`src/rtl/spi_bus_bridge.sv`:
```
// SPI-slave (mode 0, MSB first) to bus bridge for the matrix accelerator array Controller.
// Optional error counter output err_cnt is enabled by defining SPI_BRIDGE_ERRCNT_EN.
module spi_bus_bridge #(
  parameter int WORD_SIZE   = 16,
  parameter int SYNC_STAGES = 2,
  parameter int VALID_HOLD  = 3,
  parameter int REQ_HOLD    = 4
) (
  input  logic                 clk,
  input  logic                 reset,
  input  logic                 sclk,
  input  logic                 cs_n,
  input  logic                 mosi,
  output logic                 miso,
  output logic                 miso_oe,
  output logic                 rx_valid,
  output logic [WORD_SIZE-1:0] rx_data,
  output logic                 tx_ready,
  input  logic                 tx_valid,
  input  logic [WORD_SIZE-1:0] tx_data
`ifdef SPI_BRIDGE_ERRCNT_EN
  ,
  output logic [7:0]           err_cnt
`endif
);

  localparam int CNT_W  = $clog2(WORD_SIZE + 1);
  localparam int VCNT_W = $clog2(VALID_HOLD);
  localparam int RCNT_W = $clog2(REQ_HOLD);

  typedef enum logic {IDLE, SHIFT} frame_state_t;
  typedef enum logic [1:0] {TX_EMPTY, TX_REQ, TX_FULL} tx_state_t;

  frame_state_t state;
  tx_state_t    tx_state;

  logic [SYNC_STAGES-1:0] sclk_sync, cs_sync, mosi_sync;
  logic sclk_s, cs_s, mosi_s, sclk_d, cs_d;
  logic sclk_rise, sclk_fall, cs_fall, cs_rise;

  logic [CNT_W-1:0]     bit_cnt;
  logic [WORD_SIZE-1:0] rx_shift, tx_shift, tx_buf, load_val;
  logic                 reload_pending;
  logic [VCNT_W-1:0]    valid_cnt;
  logic [RCNT_W-1:0]    req_cnt;
  logic                 buf_full, word_done, load;

  // cs_n chain resets high so that leaving reset never looks like a frame start
  always_ff @(posedge clk or posedge reset) begin
    if (reset) begin
      sclk_sync <= '0;
      cs_sync   <= '1;
      mosi_sync <= '0;
      sclk_d    <= 1'b0;
      cs_d      <= 1'b1;
    end else begin
      sclk_sync <= {sclk_sync[SYNC_STAGES-2:0], sclk};
      cs_sync   <= {cs_sync[SYNC_STAGES-2:0], cs_n};
      mosi_sync <= {mosi_sync[SYNC_STAGES-2:0], mosi};
      sclk_d    <= sclk_sync[SYNC_STAGES-1];
      cs_d      <= cs_sync[SYNC_STAGES-1];
    end
  end

  assign sclk_s    = sclk_sync[SYNC_STAGES-1];
  assign cs_s      = cs_sync[SYNC_STAGES-1];
  assign mosi_s    = mosi_sync[SYNC_STAGES-1];
  assign sclk_rise = sclk_s & ~sclk_d;
  assign sclk_fall = ~sclk_s & sclk_d;
  assign cs_fall   = ~cs_s & cs_d;
  assign cs_rise   = cs_s & ~cs_d;
  assign miso_oe   = ~cs_s;

  assign buf_full  = (tx_state == TX_FULL);
  assign load_val  = buf_full ? tx_buf : '0;
  assign word_done = (state == SHIFT) && (bit_cnt == CNT_W'(WORD_SIZE));
  assign load      = ((state == IDLE) && cs_fall) ||
                     ((state == SHIFT) && !cs_rise && sclk_fall && reload_pending);

  always_ff @(posedge clk or posedge reset) begin
    if (reset) begin
      state          <= IDLE;
      bit_cnt        <= '0;
      rx_shift       <= '0;
      tx_shift       <= '0;
      miso           <= 1'b0;
      reload_pending <= 1'b0;
      rx_data        <= '0;
    end else begin
      case (state)
        IDLE: begin
          if (cs_fall) begin
            state          <= SHIFT;
            bit_cnt        <= '0;
            reload_pending <= 1'b0;
            tx_shift       <= load_val;
            miso           <= load_val[WORD_SIZE-1];
          end
        end
        SHIFT: begin
          if (word_done) begin
            rx_data        <= rx_shift;
            bit_cnt        <= '0;
            reload_pending <= 1'b1;
          end
          if (cs_rise) begin
            state          <= IDLE;
            bit_cnt        <= '0;
            miso           <= 1'b0;
            reload_pending <= 1'b0;
          end else if (sclk_rise) begin
            rx_shift <= {rx_shift[WORD_SIZE-2:0], mosi_s};
            bit_cnt  <= bit_cnt + CNT_W'(1);
          end else if (sclk_fall) begin
            // The first fall after a completed word starts the next outgoing word
            if (reload_pending) begin
              tx_shift       <= load_val;
              miso           <= load_val[WORD_SIZE-1];
              reload_pending <= 1'b0;
            end else begin
              tx_shift <= tx_shift << 1;
              miso     <= tx_shift[WORD_SIZE-2];
            end
          end
        end
      endcase
    end
  end

  always_ff @(posedge clk or posedge reset) begin
    if (reset) begin
      rx_valid  <= 1'b0;
      valid_cnt <= '0;
    end else if (word_done) begin
      rx_valid  <= 1'b1;
      valid_cnt <= VCNT_W'(VALID_HOLD - 1);
    end else if (valid_cnt != '0) begin
      valid_cnt <= valid_cnt - VCNT_W'(1);
    end else begin
      rx_valid <= 1'b0;
    end
  end

  // A load in the same cycle as a latch sees the old (empty) buffer, so the word survives
  always_ff @(posedge clk or posedge reset) begin
    if (reset) begin
      tx_state <= TX_EMPTY;
      tx_ready <= 1'b0;
      req_cnt  <= '0;
      tx_buf   <= '0;
    end else begin
      case (tx_state)
        TX_EMPTY: begin
          tx_state <= TX_REQ;
          tx_ready <= 1'b1;
          req_cnt  <= '0;
        end
        TX_REQ: begin
          if (req_cnt == RCNT_W'(REQ_HOLD - 1)) begin
            tx_ready <= 1'b0;
            if (tx_valid) begin
              tx_buf   <= tx_data;
              tx_state <= TX_FULL;
            end else begin
              tx_state <= TX_EMPTY;
            end
          end else begin
            req_cnt <= req_cnt + RCNT_W'(1);
          end
        end
        TX_FULL: begin
          if (load) tx_state <= TX_EMPTY;
        end
        default: begin
          tx_state <= TX_EMPTY;
          tx_ready <= 1'b0;
        end
      endcase
    end
  end

`ifdef SPI_BRIDGE_ERRCNT_EN
  logic underrun, partial_abort;

  assign underrun      = load && !buf_full;
  assign partial_abort = (state == SHIFT) && cs_rise && (bit_cnt != '0) && !word_done;

  always_ff @(posedge clk or posedge reset) begin
    if (reset) begin
      err_cnt <= '0;
    end else if ((underrun || partial_abort) && (err_cnt != 8'hFF)) begin
      err_cnt <= err_cnt + 8'd1;
    end
  end
`endif

endmodule
```
`config.mk`:
```
export PLATFORM = sky130hd
export DESIGN_NAME = spi_bus_bridge
export DESIGN_NICKNAME = d
export VERILOG_FILES = /design/src/rtl/spi_bus_bridge.sv
export SDC_FILE = /design/constraint.sdc
export NUM_CORES = 1
export LEC_CHECK = 0
export ABC_AREA = 1
export CAP_MARGIN = 20
export CELL_PAD_IN_SITES_DETAIL_PLACEMENT = 1
export CELL_PAD_IN_SITES_GLOBAL_PLACEMENT = 1
export CORE_ASPECT_RATIO = 1.4
export CORE_UTILIZATION = 42
export CTS_CLUSTER_SIZE = 12
export DETAILED_ROUTE_END_ITERATION = 16
export GPL_TIMING_DRIVEN = 0
export PLACE_DENSITY_LB_ADDON = 0.1
export REMOVE_ABC_BUFFERS = 1
export SKIP_LAST_GASP = 1
export SYNTH_ARGS = -nofsm -noshare
export SYNTH_HDL_FRONTEND = slang
export SYNTH_SLANG_ARGS = --single-unit
export TNS_END_PERCENT = 20
```
`constraint.sdc`:
```
create_clock -name clk -period 3.55 [get_ports clk]
set_input_delay 0.71 -clock clk [delete_from_list [all_inputs] [get_ports clk]]
set_output_delay 0.71 -clock clk [all_outputs]
set_load 0.01 [all_outputs]
```
==> impl_metrics.json <==
{
  "status": "complete, no violations",
  "place_congestion": 0.735,
  "drt-total-wl_mm": 8.09,
  "muxShareOfSynthArea_pct": 0,
  "fin_tns_setup_ns": 0,
  "rsz0062_at_grt": "no",
  "worstMarginPinSlew_ns": 0.841,
  "pwr_density_cell_nw_per_um2": 567,
  "synth_area_leaders": "dfrtp_1 57%, nand2_1 15%, o21ai_0 7.0%",
  "cts_resized": 0,
  "cpPeakStageDelay_ns": 0.89,
  "grt_start_max_net_pins": 54,
  "ios": 42,
  "post_cts_buffers": 0,
  "first_global_vias": 3004,
  "drive_gt1_share_pct": 7.17,
  "setup-violations-final": 0,
  "syn-instance-count": 432,
  "seq_area_frac_synth_pct": 58.6,
  "first_pass_iters": 4,
  "h-tree-depth": 3,
  "hold_slack_ns": 0.350,
  "max_cap_viol_count": 0,
  "critPathCaptureType": "flop",
  "critPathRequiredTime_ns": 3.77,
  "hold_buffers": 0,
  "cp.arrival_ns": 2.40,
  "place_hpwl_mm": 5.24,
  "overflow": 0,
  "port_buffers": 41,
  "cts_tree": "built",
  "vias_per_cell": 5.01,
  "synth_compound_area_share_pct": 8.21,
  "grt_usage_pct": 20.0,
  "synthSimpleGateAreaFrac_pct": 23.6,
  "hold_path.class": "reg2reg",
  "yosysTopAreaCellShare_pct": 56.5,
  "mostFrequentLayoutCells": "148 x nand2_1, 84 x dfrtp_1, 52 x o21ai_0",
  "synthesis.area_um2": 3720,
  "drc": 0,
  "critPathMaxFanout": 37,
  "rows": 40,
  "clkLatencyLatePin_ns": 0.33,
  "die_w_um": 81.5,
  "fin_crit_sh_pct": 61.4,
  "synth-xor-area-share_pct": 0.236,
  "max_freq_mhz": 459,
  "antenna_found_initial": 0,
  "start_util_pct": 43.2,
  "layout_commonest_cell": "nand2_1",
  "final_nets": 495,
  "via_count": 2901,
  "postSynthAreaPerCell_um2": 8.61,
  "coreArea_um2": 8610,
  "cts.sinks": 87,
  "hold_viol": 0,
  "synth.ff_latch_count": 87,
  "slew_headroom_pct": 44.0,
  "placed_cells": 563,
  "synth_fa_ha_area_share_pct": 1.35,
  "yosysTopAreaCell": "dfrtp_1",
  "skew_ns": 0.00476,
  "clk_pin_slew_ns": 0.06,
  "synth_warnings": 0,
  "crit_chain": "nand3_2, o21ai_0",
  "crit_slowest_cell": "dfrtp_1",
  "critPathLaunchType": "flop",
  "synth.distinct_cells": 24,
  "min_period_ns": 2.18,
  "fin_cells": 579,
  "fillCellCount": 1025,
  "maxSlewViolCount": 0,
  "ant_nets": 0,
  "die_h_um": 113,
  "synth_top_family_by_area": "simple AND/OR/NAND/NOR gates",
  "post_drt_wl_per_cell_um": 14.0,
  "finalPower_w": 0.00255,
  "antenna_cells": 0,
  "drt-initial-drc-count": 119,
  "path_class": "reg2reg",
  "clk_path_buf_depth": 2,
  "grt_pass1_wl_mm": 14.0,
  "numCtsBuffers": 9,
  "syn2layout_area_growth_pct": 21.2,
  "p_leak_nw": 2.26,
  "worst_ir_drop_vdd_v": 0.000271,
  "root_buffer": "clkbuf_16",
  "die_area_um2": 9240
}
worst max-delay path: cells and delay by family, from the launching register on:
family / cells / cell delay, ns
flip-flops: 1 / 0.89
AO/OA/AOI/OAI: 1 / 0.45
AND/OR/NAND/NOR: 1 / 0.72
area by class of cell:
| cell class | instances | area [um2] | share of cell area, % |
|---|---|---|---|
| Clock buffer | 11 | 233 | 5.16 |
| Clock inverter | 5 | 58.8 | 1.30 |
| Inverter | 55 | 209 | 4.64 |
| Multi-Input combinational cell | 273 | 1240 | 27.6 |
| Sequential cell | 87 | 2180 | 48.4 |
| Tap cell | 105 | 131 | 2.91 |
| Timing Repair Buffer | 43 | 453 | 10.0 |
cell families (layout without fill, tap and decap cells):
family                   count (synthesis)  count (layout)
XOR/XNOR                                 1               1
AO/OA/AOI/OAI                           59              59
AND/OR/NAND/NOR                        209             209
adder cells (fa/ha/maj)                  4               4
flip-flops                              87              87
buffers and inverters                   72             114
cell usage after synthesis:
| cell type | n |
|---|---|
| nor2_1 | 10 |
| inv_1 | 51 |
| dfrtp_1 | 84 |
| buf_2 | 5 |
| ha_1 | 4 |
| nor2_4 | 2 |
| o21ai_1 | 2 |
| o21ai_0 | 52 |
| nand2_2 | 4 |
| o21ai_2 | 1 |
| o21a_1 | 1 |
| nand3_2 | 1 |
| dfstp_2 | 3 |
| inv_2 | 3 |
| buf_4 | 5 |
| nor2_2 | 2 |
| a21oi_2 | 1 |
| nand4_1 | 4 |
| clkinv_1 | 1 |
| xor2_1 | 1 |
| nand3_1 | 38 |
| nand2_1 | 148 |
| a21oi_1 | 2 |
| clkbuf_1 | 7 |
through the flow:
stage / area, um2 / util (%) / setup slack, ns
2_1_floorplan: 3630 / - / 0.595
3_3_place_gp: 4170 / 48.5 / -0.866
3_5_place_dp: 4220 / 49.0 / 1.35
4_1_cts: 4510 / 52.4 / 1.30
5_1_grt: 4510 / 52.4 / 1.07
6_report: 4510 / 52.4 / 1.37
per-layer routing:
metal	up-vias	track usage (%)	wire length, um
li1	1423	-	-
met1	1433	24.2	3560
met2	37	33.2	4110
met3	8	6.13	311
met4	0	6.55	113
met5	-	0	0
flip-flops by register name, summed over array words and instances (netlist names), 2 cells and up:
signal,count
bit_cnt,5
cs_sync,2
mosi_sync,2
req_cnt,2
rx_data,16
rx_shift,16
sclk_sync,2
tx_buf,16
tx_shift,15
tx_state,2
valid_cnt,2
power by group:
group	internal [W]	switching, W
Clock	0.000546	0.000377
Sequential	0.00114	0.000106
Combinational	0.000144	0.000240
final timing paths:
check	to	cells past startpoint	start	slack (ns)
max	rx_data[15]$_DFFE_PP0P_	2	state$_DFF_PP0_	1.37
min	mosi_sync[1]$_DFF_PP0_	0	mosi_sync[0]$_DFF_PP0_	0.35
max reg2reg	rx_data[15]$_DFFE_PP0P_	2	state$_DFF_PP0_	1.37
min reg2reg	mosi_sync[1]$_DFF_PP0_	0	mosi_sync[0]$_DFF_PP0_	0.35
max in group asynchronous	cs_d$_DFF_PP1_	3	reset	2.12
min in group asynchronous	tx_buf[0]$_DFFE_PP0P_	2	reset	0.75
Power figures use the tool's default switching activity.
